## src/rtl/alu_sequencer.sv

```systemverilog
// alu_sequencer: fetches 16-bit instructions from a synchronous program ROM,
// decodes them and drives the alu control inputs (opcode, accumulator CE,
// register-file write select, operand-mux select). Conditional jumps test
// the accumulator value read back from the alu.
//
// state  | meaning
// -------+-----------------------------------------------------------
// IDLE   | waiting for i_start, o_busy low
// FETCH  | o_prog_addr presents PC to the ROM
// WAIT   | ROM read latency
// DECODE | instruction register loads i_prog_data, pulses set up
// EXEC   | CE pulses active, PC advances / jumps, HALT returns to IDLE

package alu_pkg;
  typedef logic [3:0] operation;
  localparam operation OP_PASS = 4'd0;
  localparam operation OP_ADD  = 4'd1;
  localparam operation OP_SUB  = 4'd2;
  localparam operation OP_AND  = 4'd3;
  localparam operation OP_OR   = 4'd4;
  localparam operation OP_XOR  = 4'd5;
endpackage

module alu_sequencer
  import alu_pkg::*;
#(
  parameter int PROG_AW = 8
) (
  input  logic               i_clk,
  input  logic               i_rst,
  input  logic               i_start,
  output logic [PROG_AW-1:0] o_prog_addr,
  input  logic [15:0]        i_prog_data,
  input  logic [7:0]         i_acumulator,
  output operation           o_operation_code,
  output logic               o_acumulator_ce,
  output logic [2:0]         o_register_file_ce,
  output logic [3:0]         o_register_file_mux_addr,
  output logic               o_busy,
  output logic               o_done
);

  typedef enum logic [2:0] {
    S_IDLE   = 3'd0,
    S_FETCH  = 3'd1,
    S_WAIT   = 3'd2,
    S_DECODE = 3'd3,
    S_EXEC   = 3'd4
  } state_t;

  localparam logic [1:0] C_EXEC  = 2'b00;
  localparam logic [1:0] C_STORE = 2'b01;
  localparam logic [1:0] C_JUMPZ = 2'b10;
  localparam logic [1:0] C_HALT  = 2'b11;

  state_t             state, state_nxt;
  logic [PROG_AW-1:0] pc, pc_nxt;
  logic [15:0]        ir, ir_nxt;
  logic [PROG_AW-1:0] jump_target;

  logic [PROG_AW-1:0] addr_nxt;
  operation           op_nxt;
  logic               acu_ce_nxt;
  logic [2:0]         rf_ce_nxt;
  logic [3:0]         mux_nxt;
  logic               busy_nxt;
  logic               done_nxt;

  // op/mux fields are consumed straight from the ROM in DECODE, so the
  // IR copies of them are only kept for visibility.
  logic unused_ir_bits;
  assign unused_ir_bits = ^ir[13:8];

  assign jump_target = PROG_AW'(ir[7:0]);

  // State register.
  always_ff @(posedge i_clk) begin
    if (i_rst) state <= S_IDLE;
    else       state <= state_nxt;
  end

  // Next-state logic: fixed four-cycle instruction loop, HALT exits to IDLE.
  always_comb begin
    state_nxt = state;
    case (state)
      S_IDLE:   if (i_start) state_nxt = S_FETCH;
      S_FETCH:  state_nxt = S_WAIT;
      S_WAIT:   state_nxt = S_DECODE;
      S_DECODE: state_nxt = S_EXEC;
      S_EXEC:   state_nxt = (ir[15:14] == C_HALT) ? S_IDLE : S_FETCH;
      default:  state_nxt = S_IDLE;
    endcase
  end

  // Output/datapath next values; pulses are prepared in DECODE so the
  // registered outputs are valid exactly during the EXEC cycle.
  always_comb begin
    pc_nxt     = pc;
    ir_nxt     = ir;
    addr_nxt   = o_prog_addr;
    op_nxt     = o_operation_code;
    mux_nxt    = o_register_file_mux_addr;
    acu_ce_nxt = 1'b0;
    rf_ce_nxt  = 3'd0;
    busy_nxt   = o_busy;
    done_nxt   = 1'b0;
    case (state)
      S_IDLE: begin
        if (i_start) begin
          pc_nxt   = '0;
          addr_nxt = '0;
          busy_nxt = 1'b1;
        end
      end
      S_DECODE: begin
        ir_nxt = i_prog_data;
        case (i_prog_data[15:14])
          C_EXEC: begin
            op_nxt     = operation'(i_prog_data[13:10]);
            mux_nxt    = i_prog_data[9:6];
            acu_ce_nxt = 1'b1;
          end
          C_STORE: rf_ce_nxt = i_prog_data[2:0];
          C_HALT: begin
            done_nxt = 1'b1;
            busy_nxt = 1'b0;
          end
          default: ;
        endcase
      end
      S_EXEC: begin
        case (ir[15:14])
          C_JUMPZ: pc_nxt = (i_acumulator == 8'd0) ? jump_target : pc + PROG_AW'(1);
          C_HALT:  pc_nxt = '0;
          default: pc_nxt = pc + PROG_AW'(1);
        endcase
        if (ir[15:14] != C_HALT) addr_nxt = pc_nxt;
      end
      default: ;
    endcase
  end

  // Registered outputs, PC and IR.
  always_ff @(posedge i_clk) begin
    if (i_rst) begin
      pc                       <= '0;
      ir                       <= '0;
      o_prog_addr              <= '0;
      o_operation_code         <= operation'(0);
      o_acumulator_ce          <= 1'b0;
      o_register_file_ce       <= 3'd0;
      o_register_file_mux_addr <= 4'd0;
      o_busy                   <= 1'b0;
      o_done                   <= 1'b0;
    end else begin
      pc                       <= pc_nxt;
      ir                       <= ir_nxt;
      o_prog_addr              <= addr_nxt;
      o_operation_code         <= op_nxt;
      o_acumulator_ce          <= acu_ce_nxt;
      o_register_file_ce       <= rf_ce_nxt;
      o_register_file_mux_addr <= mux_nxt;
      o_busy                   <= busy_nxt;
      o_done                   <= done_nxt;
    end
  end

endmodule

```

## config.mk

```make
export PLATFORM = sky130hd
export DESIGN_NAME = alu_sequencer
export DESIGN_NICKNAME = d
export VERILOG_FILES = /design/src/rtl/alu_sequencer.sv
export SDC_FILE = /design/constraint.sdc
export NUM_CORES = 1
export LEC_CHECK = 0
export CAP_MARGIN = 40
export CORE_MARGIN = 3
export CORE_UTILIZATION = 55
export CTS_CLUSTER_DIAMETER = 150
export DETAILED_ROUTE_END_ITERATION = 6
export DONT_BUFFER_PORTS = 1
export PLACE_DENSITY_LB_ADDON = 0.12
export RECOVER_POWER = 25
export SLEW_MARGIN = 25
export SYNTH_ARGS = -nofsm -noshare
export SYNTH_HDL_FRONTEND = slang
export SYNTH_SLANG_ARGS = --single-unit
export TNS_END_PERCENT = 100
```

## constraint.sdc

```tcl
create_clock -name i_clk -period 1.77 [get_ports i_clk]
set_input_delay 0.354 -clock i_clk [delete_from_list [all_inputs] [get_ports i_clk]]
set_output_delay 0.354 -clock i_clk [all_outputs]
set_load 0.02 [all_outputs]
```

==> run summary <==
Top_reg_cell synth -> dfxtp_1
Max Slew Vio Count -> 0
Core Region -> 0.00315 mm²
Total Power -> 0.00157 W
Final hold violations -> 0
Sequential fraction of the synthesis area -> 0.458
Arrival @ worst endpoint -> 1.97 ns
Clk_skew -> 0.00379 ns
Via/cell ratio -> 5.86
Library cells used by synthesis -> 46
Post-synth EDFFs -> 0
GRT overflow -> 0
TritonRoute pass-1 iters -> 4
Gpl congestion -> 0.812
YS warnings -> 0
Site row count -> 20
WHS Endpoint -> o_busy
I/O Buffers -> 0
DR WL/cell -> 14.8 µm
Slew at the pin with the worst max-slew slack -> 0.548 ns
CP max FO -> 8
Setup TNS -> 0 ns
Postcts setup bufs -> 0
Largest net degree at the start of global routing -> 33
Syn Nets -> 255
Die extent in x -> 64.5 µm
Layout fillers -> 291
Cts repair resizes -> 0
CTS Root Cell -> clkbuf_4
Final Cycle Share -> 0.943
Fraction of registers with async set/reset -> 0
Routed via count -> 1634
Reg2Reg Depth -> 4
WHS Path Cells -> 1
H-tree levels -> 2
Crit path buf inv count -> 0
Die area -> 0.00416 mm²
Clock Sinks -> 43
Clk buf depth -> 2
Hold-fix buffers, CTS -> 0
Commonest non-fill, non-tap cell in the layout -> nand2_1
DRC Markers -> 0
Min-delay worst type -> in2reg
Post-detailed-routing wire length -> 4120 µm
Status -> finished clean
Peak Freq -> 599 MHz
CTS buffer count -> 5
Share of post-route cells with drive strength above 1 -> 0.115
Nets -> 262
First-pass GRT wire length -> 7070 µm
Min Tclk post-route -> 1.67 ns
DRT antenna net count -> 0
Initial antenna violation count -> 0
Mapped Avg Cell Area -> 8.28 µm²
Initial Utilization -> 0.596
CP peak stage delay -> 0.61 ns
FF+latch count, synth -> 43
Worst VDD drop -> 379 µV
Post-Syn Instances -> 227
CTS tree -> built
Pwr per Cell Area -> 781 mW/mm²
Ant. Diodes -> 0
MaxCap Viol Count -> 0
Starting DRT DRC Count -> 103
P_leak -> 0.708 nW
Critical path's slowest cell -> or4b_4
Critical path type -> reg2reg
Top Family by Delay on Critical Path -> compound AO/OA/AOI/OAI gates
WP data required -> 2.07 ns
Critical R2R Capture -> pc[6]
Hold_sp -> i_rst
Vias in the first global route -> 1588
Area Overhead vs Synth -> 6.85%
Mapped cell area -> 0.00188 mm²
Worst R2R Setup Slack -> 0.10 ns
Type of origin of the critical path -> register
Commonest cells after routing, fill and taps aside -> nand2_1, dfxtp_1, a21oi_1
Height of the die -> 64.5 µm
Worst Setup End Kind -> register
Worst-Skew Late Latency -> 0.35 ns
Final Setup Violations -> 0
Io pins -> 49
Worst R2R Start -> state[0]
Max transition margin -> 0.635
CP cell instances -> or4b_4 -> a311oi_2 -> a21boi_1 -> a221o_1
RSZ-0062 raised after global routing -> no
Clock transition at path regs -> 0.12 ns
Total GRT Usage -> 0.218
DPL Wire Length -> 3120 µm
sequential cells by signal (all words and copies together) (netlist names):
signal	count
ir	10
o_acumulator_ce	1
o_busy	1
o_done	1
o_operation_code	4
o_prog_addr	8
o_register_file_ce	3
o_register_file_mux_addr	4
pc	8
state	3
synthesized netlist by cell type, types with 2 or more instances:
master / instances / share of area
a221o_1: 2 / 0.011
a22oi_1: 2 / 0.0080
or4_1: 3 / 0.012
buf_6: 2 / 0.012
buf_1: 2 / 0.0040
o21ai_0: 10 / 0.027
nor4_1: 3 / 0.010
nand4_1: 2 / 0.0067
xnor2_1: 3 / 0.014
a211oi_1: 2 / 0.0080
or3_1: 2 / 0.0067
and2_1: 4 / 0.013
nand2b_1: 2 / 0.0067
dfxtp_1: 43 / 0.46
nor3_1: 6 / 0.016
a21oi_1: 25 / 0.067
nor2b_1: 2 / 0.0067
clkbuf_1: 5 / 0.010
nand2_1: 56 / 0.11
nand3b_1: 2 / 0.0080
buf_2: 2 / 0.0053
nor2_1: 11 / 0.022
nand3_1: 13 / 0.035
cells by family (layout without fill, tap and decap cells):
logic type,after synthesis,in the layout,synth area share
simple gates,116,116,0.313
compound gates,50,50,0.164
flops,43,43,0.458
buf+inv,12,20,0.0353
xor+xnor,4,4,0.0186
fa+ha+maj,1,1,0.00665
mux,1,1,0.00532
power breakdown:
group | leakage, nW | total (W) | switching (W) | internal, W
registers | 0.347 | 0.00101 | 0.0000208 | 0.000985
logic | 0.332 | 0.000103 | 0.0000617 | 0.0000413
clock network | 0.0282 | 0.000461 | 0.000307 | 0.000153
layer usage:
metal,global-route usage,vias to the layer above,share of wire
li1,-,816,-
met1,0.244,751,0.41
met2,0.370,57,0.49
met3,0.0641,10,0.077
met4,0.119,0,0.018
met5,0,-,0
worst max-delay path by stage:
stage / from / to / cells after the start
floorplan: i_acumulator[1] / o_prog_addr[6] / 4
CTS: state[0] / pc[6] / 4
finish: state[0] / pc[6] / 4
global placement: i_acumulator[5] / pc[1] / 4
global route: state[0] / o_prog_addr[6] / 4
detailed placement: i_acumulator[5] / pc[1] / 4
cell type report:
type,count,area (µm²),area share
Clock buffer,6,41.3,0.0205
Clock inverter,2,12.5,0.00623
Multi-Input combinational cell,172,953,0.474
Sequential cell,43,861,0.428
Tap cell,44,55.1,0.0274
Timing Repair Buffer,12,86.3,0.0430
per-stage QoR:
step                setup WS (ns)  hold WS (ns)  utilization  std cells  area [µm²]
global route               0.0329        0.0175        0.637        279        2010
CTS                        0.0918        0.0217        0.638        279        2010
finish                      0.100        0.0522        0.637        279        2010
floorplan                 0.00367         0.432            -        227        1880
global placement           0.0804         0.427        0.621        271        1960
detailed placement         0.0388         0.430        0.621        271        1960
(Power assumes the default switching activity.)
